File: config.mk
export PLATFORM = sky130hd
export DESIGN_NAME = fifo_byte_serializer
export DESIGN_NICKNAME = d
export VERILOG_FILES = /design/src/rtl/fifo_byte_serializer.sv
export SDC_FILE = /design/constraint.sdc
export NUM_CORES = 1
export LEC_CHECK = 0
export CORE_MARGIN = 3
export CORE_UTILIZATION = 45
export CTS_BUF_LIST = sky130_fd_sc_hd__clkbuf_16
export DETAILED_ROUTE_END_ITERATION = 10
export HOLD_SLACK_MARGIN = 0.1
export PLACE_DENSITY = 0.75
export REMOVE_ABC_BUFFERS = 1
export SLEW_MARGIN = 15
export SYNTH_ARGS = -nofsm -noshare
export SYNTH_HDL_FRONTEND = slang
export SYNTH_SLANG_ARGS = --single-unit
File: constraint.sdc
create_clock -name clk -period 2.7 [get_ports clk]
set_input_delay 0.54 -clock clk [delete_from_list [all_inputs] [get_ports clk]]
set_output_delay 0.54 -clock clk [all_outputs]
set_load 0.01 [all_outputs]
File: src/rtl/fifo_byte_serializer.sv
// Pops words from a FIFO with one-cycle read latency and streams each word out MSB byte first
// on a valid/ready port, counting fully transmitted words.
module fifo_byte_serializer #(
  parameter int unsigned word_length = 32,
  parameter int unsigned byte_width  = 8,
  parameter int unsigned count_width = 16
) (
  input  logic                   clk,
  input  logic                   rst,
  input  logic                   fifo_empty,
  input  logic [word_length-1:0] fifo_data,
  output logic                   pop,
  output logic [byte_width-1:0]  byte_out,
  output logic                   byte_valid,
  input  logic                   byte_ready,
  output logic                   busy,
  output logic [count_width-1:0] word_count
);

  localparam int unsigned NumBytes = word_length / byte_width;
  localparam int unsigned IdxWidth = (NumBytes > 1) ? $clog2(NumBytes) : 1;
  localparam logic [IdxWidth-1:0] LastIdx = IdxWidth'(NumBytes - 1);

  if ((byte_width == 0) || (word_length % byte_width != 0)) begin : gen_width_check
    $error("word_length must be a non-zero multiple of byte_width");
  end

  typedef enum logic [1:0] {StIdle, StLoad, StSend} state_e;

  state_e                 state_q, state_d;
  logic [word_length-1:0] shift_q, shift_d;
  logic [IdxWidth-1:0]    idx_q, idx_d;
  logic [count_width-1:0] count_q, count_d;
  logic                   valid_q, valid_d;
  logic                   handshake;

  // valid_q is only ever set in StSend, so it also qualifies the handshake by state.
  assign handshake = valid_q && byte_ready;

  always_comb begin
    state_d = state_q;
    shift_d = shift_q;
    idx_d   = idx_q;
    count_d = count_q;
    pop     = 1'b0;
    case (state_q)
      StIdle: begin
        if (!fifo_empty) begin
          pop     = 1'b1;
          state_d = StLoad;
        end
      end
      StLoad: begin
        shift_d = fifo_data;
        idx_d   = LastIdx;
        state_d = StSend;
      end
      StSend: begin
        if (handshake) begin
          if (idx_q != '0) begin
            shift_d = shift_q << byte_width;
            idx_d   = idx_q - IdxWidth'(1);
          end else begin
            count_d = count_q + count_width'(1);
            if (!fifo_empty) begin
              pop     = 1'b1;
              state_d = StLoad;
            end else begin
              state_d = StIdle;
            end
          end
        end
      end
      default: state_d = StIdle;
    endcase
    // A pop seen by the FIFO during reset would lose a word the serializer never loads.
    if (!rst) begin
      pop = 1'b0;
    end
  end

  assign valid_d = (state_d == StSend);

  always_ff @(posedge clk) begin
    if (!rst) begin
      state_q <= StIdle;
      shift_q <= '0;
      idx_q   <= '0;
      count_q <= '0;
      valid_q <= 1'b0;
    end else begin
      state_q <= state_d;
      shift_q <= shift_d;
      idx_q   <= idx_d;
      count_q <= count_d;
      valid_q <= valid_d;
    end
  end

  assign byte_out   = shift_q[word_length-1 -: byte_width];
  assign byte_valid = valid_q;
  assign busy       = (state_q != StIdle);
  assign word_count = count_q;

endmodule
==> out/results.tsv <==
metric	value	unit
grt_overflow	0	
clock_path_buffers	2	
synthTopCellsByArea	dfxtp_1 (45%), mux2i_1 (11%), a211oi_1 (8.9%)	
synthDistinctLibCells	38	
crit_fanout	2	
tns	0	ns
cts_buffers	5	
synth_flop_cell	dfxtp_1	
drc_errors	0	
io_buffers	62	
core.rowCount	25	
first_pass_iters	4	
path_buf_inv	2	
finalHoldViolations	0	
htree_levels	2	
synthCells	254	
ios	63	
rsz0062_at_grt	false	
synth_top_area_share	44.9	%
cap_viol_max_count	0	
cts_tree	yes	
max_stage_delay	0.47	ns
finalMaxSlewViolations	0	
synth_top_cell_by_area	dfxtp_1	
antenna_found_initial	0	
holdBufCountCts	0	
power.density	541	nW/um^2
wl	5030	um
use_met1	21.5	%
finalNonFillerCells	375	
ant_nets	0	
ff2ff_setup_slack	0.81	ns
worst_ep_arrival_time	1.73	ns
clk_pin_slew	0.06	ns
min_period	2.27	ns
fin_crit_sh	84.1	%
power	1.69	mW
final_nets	345	
track_usage	16.9	%
min_from	word_count[15]	
busiest_layer	met2	
grt_pass1_vias	1810	
finClkSkew	0.00385	ns
post_cts.repair.setup_buffers	0	
grt_pass1_wl	8460	um
worstMarginPinSlew	0.667	ns
synth-seq-cells	53	
worst_hold_path_type	flip-flop to flip-flop	
grt_max_degree	53	
min_to	word_count[15]	
antenna_cells	0	
p_leak	1.27	nW
vias	1955	
crit_slowest_cell	clkdlybuf4s50_1	
routedWlPerCell	13.4	um
cts_sinks	53	
post-dp-hpwl	3490	um
fin_util	63.8	%
reg2reg_to	word_count[13]	
first_iter_violations	108	
synth_edf_count	0	
path_cells	clkdlybuf4s50_1 -> and4b_1 -> nand2_1 -> a211oi_1 -> dlymetal6s2s_1	
ir_drop	0.361	mV
use_met2	28.3	%
clockRootBuffer	clkbuf_16	
fmax	0.441	GHz
endpoint_kind	output pin	
relSlewSlack	55.6	%
syn_area_per_cell	9.30	um^2
initial_core_util	48.1	%
path_class	input port to output pin	
whs_path_depth	2	
fp.dieW	78.5	um
synthArstFlopShare	0	%
viasPerCell	5.21	
yosysWarnings	0	
crit_family	buffers and inverters	
clock_latency	0.29	ns
die_area	6160	um^2
crit_required	2.16	ns
use_met3	3.21	%
start_kind	input port	
status	complete, no violations	
path_depth	5	
fp.dieH	78.5	um
ys_seq_area_share	44.9	%
syn_to_final_growth	32.7	%
final_layout_size_suffix_gt1_share	8.12	%
worst_r2r_startpoint	idx_q[0]	
setup_violations	0	
syn_area	2360	um^2
place_inst	367	
core	4910	um^2
rr_worst_depth	7	
gp_congestion	0.768	
[metal layers]
layer	vias to the layer above	routed length [um]
met3	6	158
met2	35	2500
li1	1010	-
met4	0	55
met5	-	0
met1	904	2320
[where the power goes]
group          total (mW)  switching [mW]  internal [mW]
clock               0.605           0.268          0.337
sequential          0.845          0.0216          0.823
combinational       0.244           0.110          0.134
[cell type report]
cell class	count	area, um^2
fill	427	1780
inverter	6	22.5
clock inverter	3	13.8
clock buffer	5	125
tap	67	83.8
timing repair buffer	71	691
multi-input combinational	170	1140
sequential	53	1060
[per-stage QoR]
stage / hold slack [ns] / setup slack [ns] / cell area [um^2]
floorplan: 0.437 / 0.529 / 2220
detailed placement: 0.457 / 0.0306 / 2990
global route: 0.493 / 0.391 / 3130
global placement: 0.455 / 0.0699 / 2990
CTS: 0.474 / 0.0201 / 3130
finish: 0.473 / 0.430 / 3130
[worst reg2reg max path: cells and delay by family (launching register included)]
family          cells  cell delay [ns]
buf+inv             2             0.23
compound gates      1             0.16
fa+ha+maj           1             0.17
simple gates        3             0.93
flops               1             0.33
[worst max path at each step]
stage          startpoint       end  slack, ns
5_1_grt        byte_ready       pop       0.39
4_1_cts        byte_ready       pop       0.02
3_3_place_gp   byte_ready       pop       0.07
6_report       byte_ready       pop       0.43
3_5_place_dp   byte_ready       pop       0.03
2_1_floorplan  byte_ready  idx_q[0]       0.53
[synth_stat cells (5+ instances only)]
library cell and instances:
dfxtp_1 53, nor2_1 44, a211oi_1 28, mux2i_1 25, clkbuf_1 10, a21oi_1 9, buf_4 9, a22oi_1 8
nand2_1 6, nand3_1 6, xor2_1 6, buf_2 5, inv_1 5, o31ai_1 5, or4_1 5
[repair_timing]
action                     CTS  global route
hold endpoints to repair     0             0
gates resized for setup      0             1
setup endpoints to repair    0             1
[flip-flops by register name (all words and copies together) (netlist names)]
register and flops:
byte_valid 1, word_count 16, idx_q 2, state_q 2, shift_q 32
[cells by family after synthesis]
logic type                 synth area share [%]
and+or+nand+nor                            18.0
AOI/OAI and AO/OA                          15.9
buffers and inverters                      6.94
xor gates and xnor gates                   2.60
adders and majority gates                  1.06
muxes                                      10.6
DFF                                        44.9
[placed cells by master (no fill, tap or decap), types with 2 or more instances in the layout]
master	instances
a21oi_1	9
o31ai_1	5
o21ai_0	2
a22oi_1	8
clkbuf_16	5
buf_4	9
or4_1	5
xor2_1	6
clkdlybuf4s50_1	61
nor2_1	44
inv_1	6
nand4_1	3
dfxtp_1	53
clkinv_2	2
nand3_1	6
ha_1	2
nand2_1	6
nor3_1	3
mux2i_1	25
or2_2	2
a211oi_1	28
Power figures use the tool's default switching activity.
